--- src/rtl/seq_divider_pkg.sv ---
// Shared types and constants for the sequential restoring divider.
package seq_divider_pkg;

  typedef enum logic [1:0] {
    IDLE = 2'd0,
    RUN  = 2'd1,
    DONE = 2'd2
  } state_e;

  localparam int DEF_WIDTH = 4;
  localparam int DEF_CNT_W = $clog2(DEF_WIDTH);
  localparam logic [DEF_WIDTH-1:0] ERR_QUOT = '1;

  // A 1-bit counter is still needed when WIDTH==1 ($clog2 gives 0).
  function automatic int cnt_width(input int w);
    return (w > 1) ? $clog2(w) : 1;
  endfunction

endpackage

--- src/rtl/seq_divider_if.sv ---
// Request/response bundle for seq_divider: valid/ready in, valid/ready out.
interface seq_divider_if #(parameter int WIDTH = 4);
  logic               in_valid;
  logic               in_ready;
  logic [2*WIDTH-1:0] dividend;
  logic [WIDTH-1:0]   divisor;
  logic               out_valid;
  logic               out_ready;
  logic [WIDTH-1:0]   quotient;
  logic [WIDTH-1:0]   remainder;
  logic               div_zero;
  logic               overflow;

  modport master (
    output in_valid, dividend, divisor, out_ready,
    input  in_ready, out_valid, quotient, remainder, div_zero, overflow
  );

  modport slave (
    input  in_valid, dividend, divisor, out_ready,
    output in_ready, out_valid, quotient, remainder, div_zero, overflow
  );
endinterface

--- src/rtl/seq_divider_step.sv ---
// One combinational restoring-division iteration: shift in a dividend bit,
// trial-subtract the divisor, keep the difference if it did not go negative.
module div_step #(
  parameter int WIDTH = 4
) (
  input  logic [WIDTH:0]   r,
  input  logic             nbit,
  input  logic [WIDTH-1:0] divisor,
  output logic [WIDTH:0]   r_nxt,
  output logic             q_bit
);
  // r[WIDTH] is always 0 between steps (r < divisor); widening keeps it harmless.
  logic [WIDTH+1:0] t;
  logic [WIDTH+1:0] diff;

  always_comb begin
    t     = {r, nbit};
    diff  = t - {2'b00, divisor};
    q_bit = (t >= {2'b00, divisor});
    r_nxt = q_bit ? diff[WIDTH:0] : t[WIDTH:0];
  end
endmodule

--- src/rtl/seq_divider.sv ---
// Sequential restoring divider: 2W/W unsigned, one quotient bit per clock.
// Optional divisor==1 bypass enabled by SEQ_DIVIDER_FAST_PATH_EN.
module seq_divider
  import seq_divider_pkg::*;
#(
  parameter int WIDTH = 4
) (
  input logic          clk,
  input logic          rst_n,
  seq_divider_if.slave bus
);
  localparam int CW = cnt_width(WIDTH);
  localparam logic [WIDTH-1:0] ERR_Q = '1;

  state_e            state_q, state_d;
  logic [WIDTH:0]    r_q, r_d;
  logic [WIDTH-1:0]  lo_q, lo_d;
  logic [WIDTH-1:0]  qacc_q, qacc_d;
  logic [WIDTH-1:0]  dvs_q, dvs_d;
  logic [CW-1:0]     cnt_q, cnt_d;
  logic [WIDTH-1:0]  quo_q, quo_d;
  logic [WIDTH-1:0]  rem_q, rem_d;
  logic              dz_q, dz_d;
  logic              ov_q, ov_d;

  logic [WIDTH:0]    r_nxt;
  logic              q_bit;
  logic              fast;
  logic [WIDTH-1:0]  q_fin;

  div_step #(.WIDTH(WIDTH)) u_step (
    .r       (r_q),
    .nbit    (lo_q[WIDTH-1]),
    .divisor (dvs_q),
    .r_nxt   (r_nxt),
    .q_bit   (q_bit)
  );

  always_comb begin
    state_d = state_q;
    r_d     = r_q;
    lo_d    = lo_q;
    qacc_d  = qacc_q;
    dvs_d   = dvs_q;
    cnt_d   = cnt_q;
    quo_d   = quo_q;
    rem_d   = rem_q;
    dz_d    = dz_q;
    ov_d    = ov_q;
    fast    = 1'b0;
`ifdef SEQ_DIVIDER_FAST_PATH_EN
    fast    = (bus.divisor == WIDTH'(1));
`endif
    q_fin   = WIDTH'({qacc_q, q_bit});

    case (state_q)
      IDLE: begin
        if (bus.in_valid) begin
          dz_d = 1'b0;
          ov_d = 1'b0;
          if (bus.divisor == '0) begin
            dz_d    = 1'b1;
            quo_d   = ERR_Q;
            rem_d   = bus.dividend[WIDTH-1:0];
            state_d = DONE;
          end else if (bus.dividend[2*WIDTH-1:WIDTH] >= bus.divisor) begin
            ov_d    = 1'b1;
            quo_d   = ERR_Q;
            rem_d   = '0;
            state_d = DONE;
          end else if (fast) begin
            quo_d   = bus.dividend[WIDTH-1:0];
            rem_d   = '0;
            state_d = DONE;
          end else begin
            r_d     = {1'b0, bus.dividend[2*WIDTH-1:WIDTH]};
            lo_d    = bus.dividend[WIDTH-1:0];
            dvs_d   = bus.divisor;
            qacc_d  = '0;
            cnt_d   = CW'(WIDTH-1);
            state_d = RUN;
          end
        end
      end
      RUN: begin
        r_d    = r_nxt;
        lo_d   = WIDTH'({lo_q, 1'b0});
        qacc_d = q_fin;
        cnt_d  = cnt_q - 1'b1;
        // Results land in the output registers only on the final step.
        if (cnt_q == '0) begin
          quo_d   = q_fin;
          rem_d   = r_nxt[WIDTH-1:0];
          state_d = DONE;
        end
      end
      DONE: begin
        if (bus.out_ready) state_d = IDLE;
      end
      default: state_d = IDLE;
    endcase
  end

  always_ff @(posedge clk or negedge rst_n) begin
    if (!rst_n) begin
      state_q <= IDLE;
      r_q     <= '0;
      lo_q    <= '0;
      qacc_q  <= '0;
      dvs_q   <= '0;
      cnt_q   <= '0;
      quo_q   <= '0;
      rem_q   <= '0;
      dz_q    <= 1'b0;
      ov_q    <= 1'b0;
    end else begin
      state_q <= state_d;
      r_q     <= r_d;
      lo_q    <= lo_d;
      qacc_q  <= qacc_d;
      dvs_q   <= dvs_d;
      cnt_q   <= cnt_d;
      quo_q   <= quo_d;
      rem_q   <= rem_d;
      dz_q    <= dz_d;
      ov_q    <= ov_d;
    end
  end

  assign bus.in_ready  = (state_q == IDLE);
  assign bus.out_valid = (state_q == DONE);
  assign bus.quotient  = quo_q;
  assign bus.remainder = rem_q;
  assign bus.div_zero  = dz_q;
  assign bus.overflow  = ov_q;
endmodule

--- src/flat_wrapper.sv ---
// flat-port wrapper written by rule: the top's interface ports become plain ports
module seq_divider_flat import seq_divider_pkg::*;
#(
  parameter int WIDTH = 4
)
  (clk, rst_n, bus_in_valid, bus_dividend, bus_divisor, bus_out_ready, bus_in_ready, bus_out_valid, bus_quotient, bus_remainder, bus_div_zero, bus_overflow);
  seq_divider_if #(.WIDTH(WIDTH)) bus_i ();
  input logic clk;
  input logic rst_n;
  input wire logic [$bits(bus_i.in_valid)-1:0] bus_in_valid;
  input wire logic [$bits(bus_i.dividend)-1:0] bus_dividend;
  input wire logic [$bits(bus_i.divisor)-1:0] bus_divisor;
  input wire logic [$bits(bus_i.out_ready)-1:0] bus_out_ready;
  output wire logic [$bits(bus_i.in_ready)-1:0] bus_in_ready;
  output wire logic [$bits(bus_i.out_valid)-1:0] bus_out_valid;
  output wire logic [$bits(bus_i.quotient)-1:0] bus_quotient;
  output wire logic [$bits(bus_i.remainder)-1:0] bus_remainder;
  output wire logic [$bits(bus_i.div_zero)-1:0] bus_div_zero;
  output wire logic [$bits(bus_i.overflow)-1:0] bus_overflow;
  assign bus_i.in_valid = bus_in_valid;
  assign bus_i.dividend = bus_dividend;
  assign bus_i.divisor = bus_divisor;
  assign bus_i.out_ready = bus_out_ready;
  assign bus_in_ready = bus_i.in_ready;
  assign bus_out_valid = bus_i.out_valid;
  assign bus_quotient = bus_i.quotient;
  assign bus_remainder = bus_i.remainder;
  assign bus_div_zero = bus_i.div_zero;
  assign bus_overflow = bus_i.overflow;
  seq_divider #(.WIDTH(WIDTH)) u_core (.clk(clk), .rst_n(rst_n), .bus(bus_i));
endmodule
--- config.mk ---
export PLATFORM = sky130hd
export DESIGN_NAME = seq_divider_flat
export DESIGN_NICKNAME = d
export VERILOG_FILES = /design/src/rtl/seq_divider_pkg.sv /design/src/rtl/seq_divider_if.sv /design/src/rtl/seq_divider_step.sv /design/src/rtl/seq_divider.sv /design/src/flat_wrapper.sv
export SDC_FILE = /design/constraint.sdc
export NUM_CORES = 1
export LEC_CHECK = 0
export CAP_MARGIN = 5
export CORE_MARGIN = 1
export CORE_UTILIZATION = 55
export CTS_CLUSTER_SIZE = 20
export DETAILED_ROUTE_END_ITERATION = 7
export DONT_BUFFER_PORTS = 1
export PLACE_DENSITY = 0.68
export SYNTH_ARGS = -nofsm -noshare
export SYNTH_HDL_FRONTEND = slang
export SYNTH_SLANG_ARGS = --single-unit
export TNS_END_PERCENT = 5
--- constraint.sdc ---
create_clock -name clk -period 3.11 [get_ports clk]
set_input_delay 0.622 -clock clk [delete_from_list [all_inputs] [get_ports clk]]
set_output_delay 0.622 -clock clk [all_outputs]
set_load 0.005 [all_outputs]
==> run_summary.xml <==
<?xml version="1.0" encoding="UTF-8"?>
<metrics>
  <group name="outcome">
    <metric name="run_status" unit="">complete, no violations</metric>
  </group>
  <group name="clock_tree">
    <metric name="tritoncts.num_buffers" unit="">5</metric>
    <metric name="cts_hold_repair.buffers" unit="">1</metric>
    <metric name="clk_latency" unit="ps">320</metric>
    <metric name="ctsHtreeMaxLevel" unit="">2</metric>
    <metric name="clkSlewWorstSetupHoldPaths" unit="ps">100</metric>
    <metric name="clock_tree.root_cell" unit="">sky130_fd_sc_hd__clkbuf_4</metric>
    <metric name="clock_path_buffers" unit="">2</metric>
    <metric name="tritoncts" unit="">built</metric>
    <metric name="post_cts.repair.setup_buffers" unit="">0</metric>
    <metric name="numClockSinks" unit="">30</metric>
    <metric name="cts.repair.resized" unit="">0</metric>
  </group>
  <group name="worst_setup_path">
    <metric name="critical_path.max_fanout" unit="">7</metric>
    <metric name="worst_setup_path_start_kind" unit="">flop</metric>
    <metric name="critical_path_required" unit="ps">3310</metric>
    <metric name="end_kind" unit="">flop</metric>
    <metric name="timing_worst_setup_path_type" unit="">flop to flop</metric>
    <metric name="critical_path_arrival" unit="ps">2550</metric>
  </group>
  <group name="detailed_routing">
    <metric name="ant_nets" unit="">0</metric>
    <metric name="post_drt_wl_per_cell" unit="um">17.3</metric>
    <metric name="number_of_drc_violations_after_detailed_routing" unit="">0</metric>
    <metric name="vias_per_cell" unit="">6.28</metric>
    <metric name="drt-pass1-iter-count" unit="">4</metric>
    <metric name="routed-via-count" unit="">1363</metric>
    <metric name="dr.first_iter.drc_count" unit="">103</metric>
    <metric name="wirelength" unit="mm">3.76</metric>
  </group>
  <group name="synth">
    <metric name="synth_edf_count" unit="">0</metric>
    <metric name="synth_top_area_share" unit="">0.436</metric>
    <metric name="synth.area.top_cells" unit="">sky130_fd_sc_hd__dfrtp_1 44%, sky130_fd_sc_hd__ha_1 6.5%, sky130_fd_sc_hd__nand3_1 5.2%</metric>
    <metric name="synth.largest_area_cell" unit="">sky130_fd_sc_hd__dfrtp_1</metric>
    <metric name="synth-seq-cells" unit="">30</metric>
    <metric name="synth.area.mux_share" unit="">0.0364</metric>
    <metric name="avgSynthCellArea" unit="um2">9.30</metric>
    <metric name="synth_top_family_by_area" unit="">simple AND/OR/NAND/NOR gates</metric>
    <metric name="synthesis.area" unit="um2">1720</metric>
    <metric name="synth.yosys.warnings" unit="">0</metric>
    <metric name="synth_commonest_cells" unit="">30 x sky130_fd_sc_hd__dfrtp_1, 18 x sky130_fd_sc_hd__nand3_1, 14 x sky130_fd_sc_hd__a21oi_1</metric>
    <metric name="post_synth_and_or_nand_nor_area_fraction" unit="">0.197</metric>
    <metric name="synth_cell_types" unit="">42</metric>
    <metric name="synth_compound_gate_area_share" unit="">0.193</metric>
    <metric name="synth_most_common_cell" unit="">sky130_fd_sc_hd__dfrtp_1</metric>
    <metric name="post_synth_inst_count" unit="">185</metric>
    <metric name="synthesis.nets" unit="">211</metric>
    <metric name="synthArstFlopShare" unit="">1.00</metric>
    <metric name="synth_ff_type" unit="">sky130_fd_sc_hd__dfrtp_1</metric>
    <metric name="seq_area_frac_synth" unit="">0.436</metric>
    <metric name="share_of_synthesized_cell_area_in_full_adder_half_adder_and_majority_cells" unit="">0.0771</metric>
    <metric name="synth_xor_xnor_area_share" unit="">0.00509</metric>
  </group>
  <group name="timing">
    <metric name="max_freq" unit="MHz">425</metric>
    <metric name="final.setup.tns" unit="ps">0</metric>
    <metric name="setup_repair_after_global_routing_missed_its_margin" unit="">false</metric>
    <metric name="final.period_utilization" unit="">0.757</metric>
    <metric name="final-setup-viol-count" unit="">0</metric>
    <metric name="finalMaxSlewViolations" unit="">0</metric>
    <metric name="count_of_endpoints_failing_hold_in_the_final_timing_report" unit="">0</metric>
    <metric name="finalCriticalPeriod" unit="ps">2350</metric>
    <metric name="normalized_max_slew_margin" unit="">0.490</metric>
    <metric name="finClkSkew" unit="ps">13.1</metric>
    <metric name="worst-slew-pin-transition" unit="ps">762</metric>
  </group>
  <group name="run">
    <metric name="max_cap_violations" unit="">0</metric>
  </group>
  <group name="floorplanning">
    <metric name="fp.dieW" unit="um">57.9</metric>
    <metric name="cell_row_count" unit="">19</metric>
    <metric name="fp.dieArea" unit="um2">3360</metric>
    <metric name="floorplan.io_pins" unit="">28</metric>
    <metric name="dieHeight" unit="um">57.9</metric>
    <metric name="starting_density_of_the_core" unit="">0.603</metric>
    <metric name="area_inside_the_core_boundary" unit="um2">2850</metric>
  </group>
  <group name="layout">
    <metric name="final_net_count" unit="">212</metric>
    <metric name="area_growth_syn_to_layout" unit="%">4.00</metric>
    <metric name="fillers" unit="">264</metric>
    <metric name="layout-drive-gt1-share" unit="">0.102</metric>
    <metric name="layout.cell_area.non_filler" unit="um2">1790</metric>
    <metric name="antenna_cells_inserted" unit="">0</metric>
  </group>
  <group name="worst_hold_path">
    <metric name="hold_path_class" unit="">primary input to async pin</metric>
  </group>
  <group name="pwr">
    <metric name="p_int" unit="mW">1.05</metric>
    <metric name="vdd_ir_drop_max" unit="mV">0.598</metric>
    <metric name="netSwitchingPower" unit="mW">0.852</metric>
    <metric name="p_per_area" unit="nW/um2">1060</metric>
    <metric name="clockPowerShare" unit="">0.108</metric>
    <metric name="share_comb_of_total_power" unit="">0.511</metric>
    <metric name="p_sw_frac" unit="">0.448</metric>
    <metric name="p_seq_frac" unit="">0.381</metric>
    <metric name="cellLeakagePower" unit="nW">0.832</metric>
  </group>
  <group name="place">
    <metric name="dpl-instance-area" unit="um2">1720</metric>
    <metric name="globalplace.congestion" unit="">0.961</metric>
    <metric name="place.port_buffers" unit="">0</metric>
    <metric name="place_hpwl" unit="mm">2.80</metric>
  </group>
  <group name="global_route">
    <metric name="antenna_violations_before_repair" unit="">0</metric>
    <metric name="first_global_vias" unit="">1369</metric>
    <metric name="grt_start_max_net_pins" unit="">31</metric>
    <metric name="grt_first_pass_wirelength" unit="mm">6.41</metric>
    <metric name="grt_use_total" unit="">0.254</metric>
    <metric name="total_congestion_overflow" unit="">0</metric>
  </group>
</metrics>
-- cell type report --
class	instances	area (um2)	area share
clock buffers	5	37.5	0.0210
clock inverters	2	10.0	0.00559
inverters	13	48.8	0.0273
multi-input cells	134	876	0.490
flip-flops and latches	30	751	0.420
well taps	31	38.8	0.0217
repair buffers	2	27.5	0.0154
-- cells in the final DEF, fill, tap and decap left out, types with 4 or more instances in the layout --
| cell | netlist | routed |
|---|---|---|
| sky130_fd_sc_hd__nand2b_1 | 4 | 4 |
| sky130_fd_sc_hd__o21ai_0 | 13 | 13 |
| sky130_fd_sc_hd__ha_1 | 9 | 9 |
| sky130_fd_sc_hd__nand3_1 | 18 | 18 |
| sky130_fd_sc_hd__nor2_1 | 11 | 11 |
| sky130_fd_sc_hd__dfrtp_1 | 30 | 30 |
| sky130_fd_sc_hd__mux2i_1 | 4 | 4 |
| sky130_fd_sc_hd__a21oi_1 | 14 | 14 |
| sky130_fd_sc_hd__nor3_1 | 4 | 4 |
| sky130_fd_sc_hd__a31oi_1 | 8 | 8 |
| sky130_fd_sc_hd__nand2_1 | 13 | 13 |
| sky130_fd_sc_hd__inv_1 | 13 | 13 |
| sky130_fd_sc_hd__nor2b_1 | 4 | 4 |
| sky130_fd_sc_hd__clkbuf_4 | 0 | 5 |
-- metal layers --
| layer | vias to the layer above | share of wire | track usage |
|---|---|---|---|
| met5 | - | 0 | 0 |
| met1 | 654 | 0.42 | 0.350 |
| li1 | 664 | - | - |
| met3 | 4 | 0.057 | 0.0513 |
| met4 | 0 | 0.0085 | 0.0714 |
| met2 | 41 | 0.51 | 0.411 |
-- metrics by stage --
stage,std cells,hold slack [ps],power (mW),setup WS (ps),utilization
6_report,217,110,1.90,756,0.627
2_1_floorplan,185,326,1.46,1040,-
4_1_cts,217,112,1.89,817,0.627
3_3_place_gp,209,327,1.62,664,0.604
3_5_place_dp,209,327,1.67,608,0.604
5_1_grt,217,108,2.08,639,0.627
-- power groups by stage --
stage,Clock [mW],Sequential [mW],Combinational (mW)
detailed placement,0,0.731,0.936
CTS,0.211,0.722,0.955
global placement,0,0.726,0.896
floorplan,0,0.677,0.781
finish,0.205,0.724,0.971
global route,0.225,0.748,1.10
-- kinds of logic after synthesis --
kind of cell,after synthesis
flip-flops,30
AND/OR/NAND/NOR,65
AO/OA/AOI/OAI,52
multiplexers,6
XOR/XNOR,1
adder cells (fa/ha/maj),10
buffers and inverters,21
-- worst max-delay path: stages (launching register included) --
cell                      delay, ps
sky130_fd_sc_hd__dfrtp_1        420
sky130_fd_sc_hd__inv_1           70
sky130_fd_sc_hd__ha_1           170
sky130_fd_sc_hd__inv_1           80
sky130_fd_sc_hd__fa_1           430
sky130_fd_sc_hd__nand3_1        130
sky130_fd_sc_hd__nand2_1        160
sky130_fd_sc_hd__o311a_1        420
sky130_fd_sc_hd__a311o_2        360
-- registers in the layout, indices dropped and copies added, names as in the netlist --
register,flops
u_core.qacc_q,3
u_core.bus.remainder,4
u_core.r_q,5
u_core.lo_q,4
u_core.state_q,2
u_core.bus.overflow,1
u_core.bus.quotient,4
u_core.dvs_q,4
u_core.cnt_q,2
u_core.bus.div_zero,1
-- path summary, 6_finish.rpt --
path / from / slack, ps / cells after the start / endpoint
setup / recovery: u_core.lo_q[3] / 760 / 8 / u_core.r_q[0]
hold / removal: rst_n / 110 / 1 / u_core.bus.remainder[1]
setup reg to reg: u_core.lo_q[3] / 760 / 8 / u_core.r_q[0]
hold reg to reg: u_core.cnt_q[0] / 490 / 1 / u_core.cnt_q[0]
max in group asynchronous: rst_n / 2830 / 1 / u_core.cnt_q[1]
min in group clk: bus_dividend[0] / 440 / 2 / u_core.lo_q[0]
Note: power is estimated with default switching activity, not from simulation.
